<file path="src/rtl/seq_pattern_tx_if.sv">
// Handshake bundle for seq_pattern_tx: burst request fields in, serial stream and status out.
interface seq_pattern_tx_if #(
    parameter int W = 4
);
    logic         start;
    logic [W-1:0] pattern;
    logic [7:0]   reps;
    logic [3:0]   gap;
    logic         abort;
    logic         x;
    logic         x_valid;
    logic         busy;
    logic         done;

    modport master (
        output start, pattern, reps, gap, abort,
        input  x, x_valid, busy, done
    );

    modport slave (
        input  start, pattern, reps, gap, abort,
        output x, x_valid, busy, done
    );
endinterface

</file>
<file path="src/rtl/seq_pattern_tx.sv">
// Serial pattern transmitter: W-bit pattern MSB-first, repeated reps times with gap idle bits between.
// Optional feature macro SEQ_TX_PARITY_EN appends an even-parity bit to every repetition.
module seq_pattern_tx #(
    parameter int           W           = 4,
    parameter logic [W-1:0] DEF_PATTERN = W'(4'b1010)
) (
    input  logic            clk,
    input  logic            rst_n,
    seq_pattern_tx_if.slave bus
);

`ifdef SEQ_TX_PARITY_EN
    localparam int REP_BITS = W + 1;
`else
    localparam int REP_BITS = W;
`endif
    localparam int            BW       = $clog2(W + 1);
    localparam logic [BW-1:0] LAST_BIT = BW'(REP_BITS - 1);

    localparam logic [1:0] IDLE  = 2'd0;
    localparam logic [1:0] SHIFT = 2'd1;
    localparam logic [1:0] GAP   = 2'd2;
    localparam logic [1:0] DONE  = 2'd3;

    logic [1:0]    state;
    logic [W-1:0]  pat_q;
    logic [W-1:0]  shift_q;
    logic [7:0]    rep_cnt;
    logic [BW-1:0] bit_cnt;
    logic [3:0]    gap_q;
    logic [3:0]    gap_cnt;
    logic          bit_out;

    // NOTE: every register here is state, so all are assigned with <= and all get an async reset value.
    always_ff @(posedge clk or negedge rst_n) begin
        if (!rst_n) begin
            state   <= IDLE;
            pat_q   <= DEF_PATTERN;
            shift_q <= '0;
            rep_cnt <= '0;
            bit_cnt <= '0;
            gap_q   <= '0;
            gap_cnt <= '0;
        end else begin
            case (state)
                IDLE: begin
                    // abort is deliberately not looked at here: start always wins in IDLE
                    if (bus.start) begin
                        pat_q   <= bus.pattern;
                        shift_q <= bus.pattern;
                        rep_cnt <= bus.reps;
                        gap_q   <= bus.gap;
                        bit_cnt <= '0;
                        state   <= (bus.reps == 8'd0) ? DONE : SHIFT;
                    end
                end
                SHIFT: begin
                    if (bus.abort) begin
                        state <= IDLE;
                    end else if (bit_cnt == LAST_BIT) begin
                        // End of a repetition: shift register is reloaded now so GAP can hand straight back
                        bit_cnt <= '0;
                        shift_q <= pat_q;
                        rep_cnt <= rep_cnt - 8'd1;
                        if (rep_cnt == 8'd1) begin
                            state <= DONE;
                        end else if (gap_q != 4'd0) begin
                            gap_cnt <= gap_q;
                            state   <= GAP;
                        end
                    end else begin
                        bit_cnt <= bit_cnt + BW'(1);
                        shift_q <= {shift_q[W-2:0], 1'b0};
                    end
                end
                GAP: begin
                    if (bus.abort) begin
                        state <= IDLE;
                    end else begin
                        gap_cnt <= gap_cnt - 4'd1;
                        if (gap_cnt == 4'd1) state <= SHIFT;
                    end
                end
                DONE:    state <= IDLE;
                default: state <= IDLE;
            endcase
        end
    end

`ifdef SEQ_TX_PARITY_EN
    assign bit_out = (bit_cnt == LAST_BIT) ? ^pat_q : shift_q[W-1];
`else
    assign bit_out = shift_q[W-1];
`endif

    // Outputs decode registered state only, so they clear the instant reset asserts
    assign bus.x_valid = (state == SHIFT);
    assign bus.x       = bus.x_valid & bit_out;
    assign bus.busy    = (state != IDLE);
    assign bus.done    = (state == DONE);

endmodule

</file>
<file path="src/flat_wrapper.sv">
// flat-port wrapper written by rule: the top's interface ports become plain ports
module seq_pattern_tx_flat 
#(
    parameter int           W           = 4,
    parameter logic [W-1:0] DEF_PATTERN = W'(4'b1010)
)
  (clk, rst_n, bus_start, bus_pattern, bus_reps, bus_gap, bus_abort, bus_x, bus_x_valid, bus_busy, bus_done);
  seq_pattern_tx_if #(.W(W)) bus_i ();
  input  logic clk;
  input  logic rst_n;
  input wire logic [$bits(bus_i.start)-1:0] bus_start;
  input wire logic [$bits(bus_i.pattern)-1:0] bus_pattern;
  input wire logic [$bits(bus_i.reps)-1:0] bus_reps;
  input wire logic [$bits(bus_i.gap)-1:0] bus_gap;
  input wire logic [$bits(bus_i.abort)-1:0] bus_abort;
  output wire logic [$bits(bus_i.x)-1:0] bus_x;
  output wire logic [$bits(bus_i.x_valid)-1:0] bus_x_valid;
  output wire logic [$bits(bus_i.busy)-1:0] bus_busy;
  output wire logic [$bits(bus_i.done)-1:0] bus_done;
  assign bus_i.start = bus_start;
  assign bus_i.pattern = bus_pattern;
  assign bus_i.reps = bus_reps;
  assign bus_i.gap = bus_gap;
  assign bus_i.abort = bus_abort;
  assign bus_x = bus_i.x;
  assign bus_x_valid = bus_i.x_valid;
  assign bus_busy = bus_i.busy;
  assign bus_done = bus_i.done;
  seq_pattern_tx #(.W(W), .DEF_PATTERN(DEF_PATTERN)) u_core (.clk(clk), .rst_n(rst_n), .bus(bus_i));
endmodule
</file>
<file path="config.mk">
export PLATFORM = sky130hd
export DESIGN_NAME = seq_pattern_tx_flat
export DESIGN_NICKNAME = d
export VERILOG_FILES = /design/src/rtl/seq_pattern_tx_if.sv /design/src/rtl/seq_pattern_tx.sv /design/src/flat_wrapper.sv
export SDC_FILE = /design/constraint.sdc
export NUM_CORES = 1
export LEC_CHECK = 0
export CORE_AREA = 5 5 65 67
export CTS_BUF_LIST = sky130_fd_sc_hd__clkbuf_4 sky130_fd_sc_hd__clkbuf_8
export CTS_CLUSTER_DIAMETER = 40
export DETAILED_ROUTE_END_ITERATION = 16
export DIE_AREA = 0 0 70 72
export HOLD_SLACK_MARGIN = 0.1
export PLACE_DENSITY_LB_ADDON = 0.12
export SLEW_MARGIN = 25
export SYNTH_ARGS = -nofsm -noshare
export SYNTH_HDL_FRONTEND = slang
export SYNTH_SLANG_ARGS = --single-unit
export TNS_END_PERCENT = 20
</file>
<file path="constraint.sdc">
create_clock -name clk -period 4.81 [get_ports clk]
set_input_delay 0.962 -clock clk [delete_from_list [all_inputs] [get_ports clk]]
set_output_delay 0.962 -clock clk [all_outputs]
set_load 0.1 [all_outputs]
</file>
==> key figures, run 1 <==
Worst setup path
  – Setup CP Type: flop to primary output
  – CP Data Arrival Time: 3.03 ns
  – Reg2Reg Depth: 4
  – Critical path launch point type: flop
  – Worst Path Buf+Inv: 2
  – CP endpoint kind: primary output
  – Crit-path max cell delay: 1.21 ns
  – Worst EP required: 3.85 ns
  – Worst Path Max Fanout: 21
  – CP max-delay cell: clkdlybuf4s50_1
  – CP cell instances: nand2b_1 -> inv_2 -> clkdlybuf4s50_1
  – Cell family with most CP delay: buffers and inverters
  – Crit. path cell count: 3

Route
  – Routed Antenna Nets: 0
  – WL per Instance: 15.2 µm
  – Drt first-iter violations: 104
  – DR DRC count: 0
  – First-pass DRT Iterations: 4
  – Via count: 1,344
  – Routed vias/inst: 5.58
  – Overall routed net length: 3670 µm

Die
  – Die Wd: 70 µm
  – Die area: 0.00504 mm²
  – # rows: 22
  – Core ar.: 0.00358 mm²
  – Die Ht: 72 µm
  – Initial core utilization: 0.472
  – Ports: 24

STA
  – Period utilization: 0.830
  – Final hold vios: 0
  – Final setup vio count: 0
  – Clock Skews: 0.00856 ns
  – Fin Setup TNS: 0 ns
  – Worst-margin pin slew: 0.965 ns
  – RSZ-0062 raised after global routing: false
  – Relative slew slack: 0.354
  – Minimum clock period: 3.99 ns
  – Fmax: 0.251 GHz
  – Slew Limit Fails: 0
  – Final worst slack: 0.819 ns

Power and ir drop
  – Peak VDD IR: 0.393 mV
  – P_leak: 0.814 nW
  – Cell Pwr Density: 556 mW/mm²

Clocking
  – Setup Fix Bufs, Post-CTS: 0
  – Clock buffer depth: 2
  – H-tree depth: 2
  – # hold bufs at CTS: 0
  – Latest clock arrival within the worst-skew pair: 0.33 ns
  – Clock sinks: 29
  – CTS tree: built
  – Clk slew on worst S/H paths: 0.10 ns
  – CTS resizes: 0
  – CTS Root Cell: clkbuf_4
  – Cts bufs inserted: 5

Logic synthesis
  – Most frequent cell after synthesis: dfrtp_1
  – Post-synthesis compound-gate area fraction: 0.223
  – Yosys reg bits: 29
  – Post-Synthesis Net Count: 194
  – Syn Area/Cell: 9.99 µm²
  – Synth Cell Area: 0.00169 mm²
  – Mux cell area share after synthesis: 0.0770
  – Commonest cells in the netlist: dfrtp_1, nor2_1, o21ai_0, a21oi_1, mux2_2
  – Top post-synthesis cells by area: dfrtp_1, mux2_2, nor2_1
  – Ys async rst share: 1.00
  – Proportion of netlist area held by the largest area contributor: 0.400
  – Post-synthesis adder-cell area fraction: 0.0370
  – Yosys warning count: 0
  – Synth Area in Simple Gates: 0.187
  – Netlist cell types: 45
  – Synth Area in XOR/XNOR: 0
  – Synth Instances: 169
  – Post-synth top area cell: dfrtp_1
  – Post-synth EDFFs: 0
  – Largest family of logic cells by synthesized area: compound AO/OA/AOI/OAI gates
  – Post-synthesis sequential area ratio: 0.431
  – Top_reg_cell synth: dfrtp_1

Global route
  – GR Util All Layers: 0.162
  – Vias in the first global route: 1,338
  – Residual overflow from global routing: 0
  – Initial antenna violation count: 0
  – Met1 usage: 0.215
  – Grt peak-use layer: met2
  – GR Util met2: 0.242
  – Pin count of the biggest net entering global routing: 22
  – Global-route wire length before repair: 6410 µm
  – Met3 Track Usage GR: 0.0499

Placed design
  – Port bufs: 23
  – Place WS: 1.21 ns
  – Gpl congestion: 0.930
  – Dpl hpwl: 2720 µm

Flow run
  – Max-Cap Viols: 0

Worst hold path
  – Worst Hold Class: flop to flop
  – Worst Hold Depth: 1

Finish
  – Fin nets: 217
  – Share of cells above drive strength 1: 0.161
  – Area growth syn-to-layout: 17.3%
  – Diodes inserted: 0

Outcome
  – Status: finished, final reports clean
==> flip-flops by register name (all words and copies together) (netlist names) <==
signal,count
u_core.pat_q,4
u_core.gap_q,4
u_core.rep_cnt,8
u_core.state,2
u_core.gap_cnt,4
u_core.bit_cnt,3
u_core.shift_q,4
==> cells by family (layout without fill, tap and decap cells) <==
group           count (synthesis)  after routing
compound gates                 53             53
mux                            12             12
buf+inv                        13             37
simple gates                   57             57
flops                          29             29
fa+ha+maj                       5              5
==> layout make-up <==
cell class              count  area [µm²]
fillers                   337        1600
multi-input cells         127         885
flip-flops and latches     29         728
repair buffers             24         235
well taps                  48        60.1
clock buffers               5        37.5
inverters                   5        18.8
clock inverters             3        17.5
==> per-layer routing <==
metal  share of wire  wire [µm]
met5               0          0
met1            0.49       1800
met2            0.46       1710
met4           0.016         59
met3           0.028        101
==> through the flow <==
stage / power (W) / hold WS [ns] / cell area (µm²) / instances / utilization
6_report: 0.00110 / 0.475 / 1980 / 241 / 0.554
5_1_grt: 0.00120 / 0.516 / 1980 / 241 / 0.554
4_1_cts: 0.00111 / 0.481 / 1980 / 241 / 0.554
3_5_place_dp: 0.000963 / 0.459 / 1930 / 233 / 0.538
3_3_place_gp: 0.000944 / 0.454 / 1930 / 233 / 0.538
2_1_floorplan: 0.000850 / 0.441 / 1690 / 169 / -
==> power by group <==
part           internal, W  switching, W
clock network    0.0000550     0.0000904
logic             0.000210      0.000294
registers         0.000355     0.0000986
==> cells in the final DEF (no fill, tap or decap), types with 2 or more instances in the layout <==
cell / count
a211oi_1: 6
clkinv_2: 2
dfstp_2: 2
or4_4: 2
nand2_1: 7
clkdlybuf4s50_1: 22
nand2b_1: 3
nor2_1: 18
a21oi_1: 9
nor3_1: 6
a2bb2oi_1: 3
inv_1: 4
a21o_1: 6
o2bb2ai_1: 3
nand3_1: 4
nor2b_1: 2
mux2_2: 8
a22oi_1: 3
nor4_1: 4
and2_1: 2
dfrtp_1: 27
buf_4: 2
ha_1: 5
mux2i_1: 4
a21oi_2: 2
o21ai_0: 12
clkbuf_4: 5
==> final timing paths <==
| kind | endpoint | start | slack [ns] |
|---|---|---|---|
| min in group asynchronous | u_core.rep_cnt[1] | rst_n | 0.96 |
| min | u_core.shift_q[3] | u_core.shift_q[3] | 0.47 |
| min reg2reg | u_core.shift_q[3] | u_core.shift_q[3] | 0.47 |
| max reg2reg | u_core.gap_cnt[0] | u_core.state[1] | 2.65 |
| max | bus_x_valid | u_core.state[1] | 0.82 |
| max in group asynchronous | u_core.pat_q[1] | rst_n | 3.14 |
Power figures use the tool's default switching activity.
==> inputs of run 2 (changes only) <==
==> constraint.sdc (replaced) <==
create_clock -name clk -period 3.5 [get_ports clk]
set_input_delay 0.7 -clock clk [delete_from_list [all_inputs] [get_ports clk]]
set_output_delay 0.7 -clock clk [all_outputs]
set_load 0.1 [all_outputs]
==> run 2 against run 1 <==
Critical path type unchanged. Die area unchanged. Sequential power up 39%. Flip-flop and latch count unchanged. Global-route usage down 0.33 points.
==> key figures, run 2 (synthesis results as in run 1) <==
Die
  – Ports: 24
  – Initial core utilization: 0.472
  – Die Ht: 72 µm
  – # rows: 22
  – Die area: 0.00504 mm²
  – Core ar.: 0.00358 mm²
  – Die Wd: 70 µm

Worst setup path
  – Reg2Reg Depth: 5
  – Setup CP Type: flop to primary output
  – Crit-path max cell delay: 0.52 ns
  – Worst EP required: 2.80 ns
  – Worst flop-to-flop path startpoint: u_core.bit_cnt[0]
  – CP Data Arrival Time: 1.85 ns
  – Critical path launch point type: flop
  – Worst Path Max Fanout: 21
  – Cell family with most CP delay: buffers and inverters
  – CP max-delay cell: dfrtp_1
  – CP cell instances: nand2b_1 -> inv_2 -> and2_1 -> buf_4
  – Worst Path Buf+Inv: 2
  – CP endpoint kind: primary output
  – R2r endpoint: u_core.gap_cnt[2]
  – R2R setup slack: 1.57 ns

Power and ir drop
  – Peak VDD IR: 0.446 mV
  – P_leak: 0.841 nW
  – Tot Pwr: 0.00162 W
  – Cell Pwr Density: 804 mW/mm²

Clocking
  – Cts bufs inserted: 5
  – Setup Fix Bufs, Post-CTS: 0
  – H-tree depth: 2
  – CTS resizes: 0
  – CTS Root Cell: clkbuf_4
  – Clock buffer depth: 2
  – Latest clock arrival within the worst-skew pair: 0.33 ns
  – # hold bufs at CTS: 0
  – Clock sinks: 29
  – CTS tree: built
  – Clk slew on worst S/H paths: 0.10 ns

Global route
  – Global-route wire length before repair: 6330 µm
  – Vias in the first global route: 1,333
  – GR Util All Layers: 0.159
  – Initial antenna violation count: 0
  – Pin count of the biggest net entering global routing: 30
  – Residual overflow from global routing: 0

Outcome
  – Status: finished, final reports clean

Finish
  – Commonest non-fill, non-tap cell in the layout: dfrtp_1
  – Diodes inserted: 0
  – Area growth syn-to-layout: 19.3%
  – Post-Route Utilization: 0.563
  – Top reg by flops: u_core.rep_cnt
  – Fin nets: 218
  – Max reg flops: 8
  – Post-Layout Cell Count: 242
  – Share of cells above drive strength 1: 0.180
  – Most frequent cells in the layout: dfrtp_1, clkdlybuf4s50_1, nor2_1

Route
  – First-pass DRT Iterations: 4
  – Met1 Wirelength: 1690 µm
  – DR DRC count: 0
  – Routed Antenna Nets: 0
  – Via count: 1,359
  – Routed vias/inst: 5.62
  – Drt first-iter violations: 97
  – Metal2 WL: 1750 µm
  – Uppermost layer routed: met4
  – Overall routed net length: 3660 µm
  – Met3 WL: 159 µm
  – WL per Instance: 15.1 µm

STA
  – Fmax: 0.392 GHz
  – Relative slew slack: 0.631
  – Hold WS: 0.484 ns
  – Final hold vios: 0
  – Slew Limit Fails: 0
  – Fin Setup TNS: 0 ns
  – Clock Skews: 0.0122 ns
  – RSZ-0062 raised after global routing: false
  – Final setup vio count: 0
  – Period utilization: 0.729
  – Worst-margin pin slew: 0.553 ns
  – Minimum clock period: 2.55 ns

Placed design
  – Dpl hpwl: 2690 µm
  – Gpl congestion: 0.829
  – Cell count after placement: 234
  – Port bufs: 23

Worst hold path
  – Worst Hold Depth: 1
  – Critical hold path startpoint: u_core.shift_q[3]
  – Worst Hold Path EP: u_core.shift_q[3]
  – Worst Hold Class: flop to flop

Flow run
  – Max-Cap Viols: 0
[run 2: cell types whose count changed in the layout (fill, tap and decap cells not counted), sizes merged]
cell	before	now
bufinv	0	1
buf	2	6
clkbuf	5	7
clkinvlp	1	0
clkinv	2	0
clkdlybuf4s50	22	19
[run 2: how the worst max path moves through the flow]
stage / from / end / slack (ns) / cells after the start
after detailed placement: bus_abort / u_core.rep_cnt[6] / 1.13 / 5
after floorplan: u_core.state[1] / bus_x / 0.63 / 6
after global routing: u_core.state[1] / bus_x / 0.82 / 4
after CTS: u_core.state[1] / bus_x / 0.94 / 4
final: u_core.state[1] / bus_x / 0.95 / 4
after global placement: bus_abort / u_core.rep_cnt[6] / 1.23 / 5
[run 2: power by group]
group	leakage [nW]	internal, W	total [W]	switching, W
clock	0.0489	0.000178	0.000295	0.000116
sequential	0.349	0.000488	0.000629	0.000141
combinational	0.443	0.000290	0.000698	0.000407
[run 2: through the flow]
stage | cell area (µm²) | setup WS [ns]
final | 2020 | 0.950
after global routing | 2020 | 0.825
after CTS | 2020 | 0.941
after detailed placement | 1930 | 1.13
after global placement | 1930 | 1.23
after floorplan | 1690 | 0.628
[run 2: final cells by class]
| class | instances | area (µm²) |
|---|---|---|
| clock buffer | 7 | 58.8 |
| clock inverter | 1 | 30.0 |
| fill | 333 | 1560 |
| inverter | 5 | 18.8 |
| multi-input combinational | 127 | 885 |
| sequential | 29 | 728 |
| tap | 48 | 60.1 |
| timing repair buffer | 25 | 235 |
[run 2: routing by layer]
metal	GRT usage	vias up
met1	0.206	646
met2	0.251	34
met4	0.0511	0
li1	-	672
met3	0.0540	7
met5	0	-
==> inputs of run 3 (changes only) <==
==> constraint.sdc (replaced) <==
create_clock -name clk -period 2.2 [get_ports clk]
set_input_delay 0.44 -clock clk [delete_from_list [all_inputs] [get_ports clk]]
set_output_delay 0.44 -clock clk [all_outputs]
set_load 0.1 [all_outputs]
==> run 3 against run 2 <==
Non-clock buffer count rose by 3. Highest routed layer unchanged. Die area did not move. Worst setup slack got worse by 0.83 ns. Clock skew fell by 0.0028 ns. Count of clock-buffer cells in the layout rose by 1. Largest power group unchanged.
==> key figures, run 3 (synthesis results as in run 1) <==
Outcome
  – Status: finished, final reports clean

Power and ir drop
  – Tot Pwr: 0.00258 W
  – Peak VDD IR: 0.654 mV
  – Combinational Power Share: 0.473
  – Sw frac: 0.414
  – Flop pwr share: 0.387
  – P_leak: 0.867 nW
  – Net Sw Power: 0.00107 W
  – Power Internal: 0.00151 W
  – Cell Pwr Density: 1240 mW/mm²
  – Clock share of power: 0.140

STA
  – Fmax: 0.481 GHz
  – Fin Setup TNS: 0 ns
  – Final worst slack: 0.121 ns
  – Final setup vio count: 0
  – Minimum clock period: 2.08 ns
  – Slew Limit Fails: 0
  – Worst-margin pin slew: 0.480 ns
  – Clock Skews: 0.00939 ns
  – Relative slew slack: 0.676
  – Period utilization: 0.945
  – RSZ-0062 raised after global routing: false
  – Final hold vios: 0

Placed design
  – Port bufs: 23
  – Dpl hpwl: 2700 µm
  – Gpl congestion: 0.817
  – Place WS: 0.126 ns

Finish
  – Commonest non-fill, non-tap cell in the layout: dfrtp_1
  – Diodes inserted: 0
  – Post-Route Utilization: 0.581
  – Top reg by flops: u_core.rep_cnt
  – Most frequent cells in the layout: dfrtp_1, clkdlybuf4s50_1, nor2_1
  – Fin nets: 221
  – Flip-flop and latch area: 728 µm²
  – Share of cells above drive strength 1: 0.198
  – Multi-input gate area: 887 µm²
  – Max reg flops: 8
  – Area growth syn-to-layout: 23.2%
  – FILL cells: 325

Worst setup path
  – CP Data Arrival Time: 1.64 ns
  – CP max-delay cell: dfrtp_1
  – Reg2Reg Depth: 6
  – Worst Setup SP: u_core.state[1]
  – Worst Path Buf+Inv: 2
  – Setup CP Type: flop to primary output
  – Crit. path cell count: 4
  – Crit path to: bus_x
  – Worst Path Max Fanout: 11
  – R2R setup slack: 0.43 ns
  – R2r endpoint: u_core.rep_cnt[6]
  – Critical path launch point type: flop
  – CP endpoint kind: primary output
  – Worst EP required: 1.76 ns
  – CP cell instances: nand2b_1 -> inv_2 -> and2_4 -> buf_12
  – Cell family with most CP delay: flip-flops
  – Worst flop-to-flop path startpoint: u_core.rep_cnt[0]
  – Crit-path max cell delay: 0.52 ns

Die
  – Die Ht: 72 µm
  – Ports: 24
  – Core ar.: 0.00358 mm²
  – Initial core utilization: 0.472
  – Die Wd: 70 µm
  – Die area: 0.00504 mm²
  – # rows: 22

Clocking
  – Clk slew on worst S/H paths: 0.09 ns
  – Latest clock arrival within the worst-skew pair: 0.33 ns
  – CTS tree: built
  – Cts bufs inserted: 5
  – CTS Root Cell: clkbuf_4
  – Clock buffer depth: 2
  – Clock sinks: 29
  – Setup Fix Bufs, Post-CTS: 0
  – # hold bufs at CTS: 0
  – H-tree depth: 2
  – CTS resizes: 0

Route
  – First-pass DRT Iterations: 4
  – WL per Instance: 14.9 µm
  – Routed vias/inst: 5.47
  – Via count: 1,341
  – Routed Antenna Nets: 0
  – DR DRC count: 0
  – Overall routed net length: 3660 µm
  – Drt first-iter violations: 65

Worst hold path
  – Worst Hold Class: flop to flop

Flow run
  – Max-Cap Viols: 0

Global route
  – Vias in the first global route: 1,404
  – Residual overflow from global routing: 0
  – GR Util All Layers: 0.155
  – Pin count of the biggest net entering global routing: 30
  – Global-route wire length before repair: 6310 µm
  – Initial antenna violation count: 0
## run 3: worst min path at each step
stage	from	endpoint	cells after the start
floorplan	rst_n	u_core.bit_cnt[0]	0
global placement	u_core.shift_q[1]	u_core.shift_q[1]	1
detailed placement	u_core.shift_q[1]	u_core.shift_q[1]	1
CTS	u_core.shift_q[1]	u_core.shift_q[1]	1
global route	u_core.shift_q[3]	u_core.shift_q[3]	1
finish	u_core.shift_q[1]	u_core.shift_q[1]	1
## run 3: metal layers
metal,GRT usage,wire length [µm],up-vias
met2,0.263,1800,24
met1,0.192,1670,631
met5,0,0,-
met3,0.0360,139,7
met4,0.0617,48,0
li1,-,-,679
## run 3: final cells by class
cell class | count | area share
inverter | 5 | 0.00902
clock buffer | 8 | 0.0319
timing repair buffer | 28 | 0.154
sequential | 29 | 0.350
tap | 48 | 0.0289
multi-input combinational | 127 | 0.426
## run 3: through the flow
stage                     hold slack (ns)  instances  area, µm²
after floorplan                     0.144        169       1690
after global placement              0.460        237       2010
after detailed placement            0.465        237       2010
after CTS                           0.485        245       2080
after global routing                0.514        245       2080
final                               0.484        245       2080
## run 3: power by group through the flow
stage / Sequential, W / Clock, W / Combinational [W]
after detailed placement: 0.00101 / 0 / 0.00122
final: 0.000999 / 0.000362 / 0.00122
after CTS: 0.000994 / 0.000371 / 0.00123
after global routing: 0.00103 / 0.000390 / 0.00135
after floorplan: 0.000937 / 0 / 0.000933
after global placement: 0.000987 / 0 / 0.00119
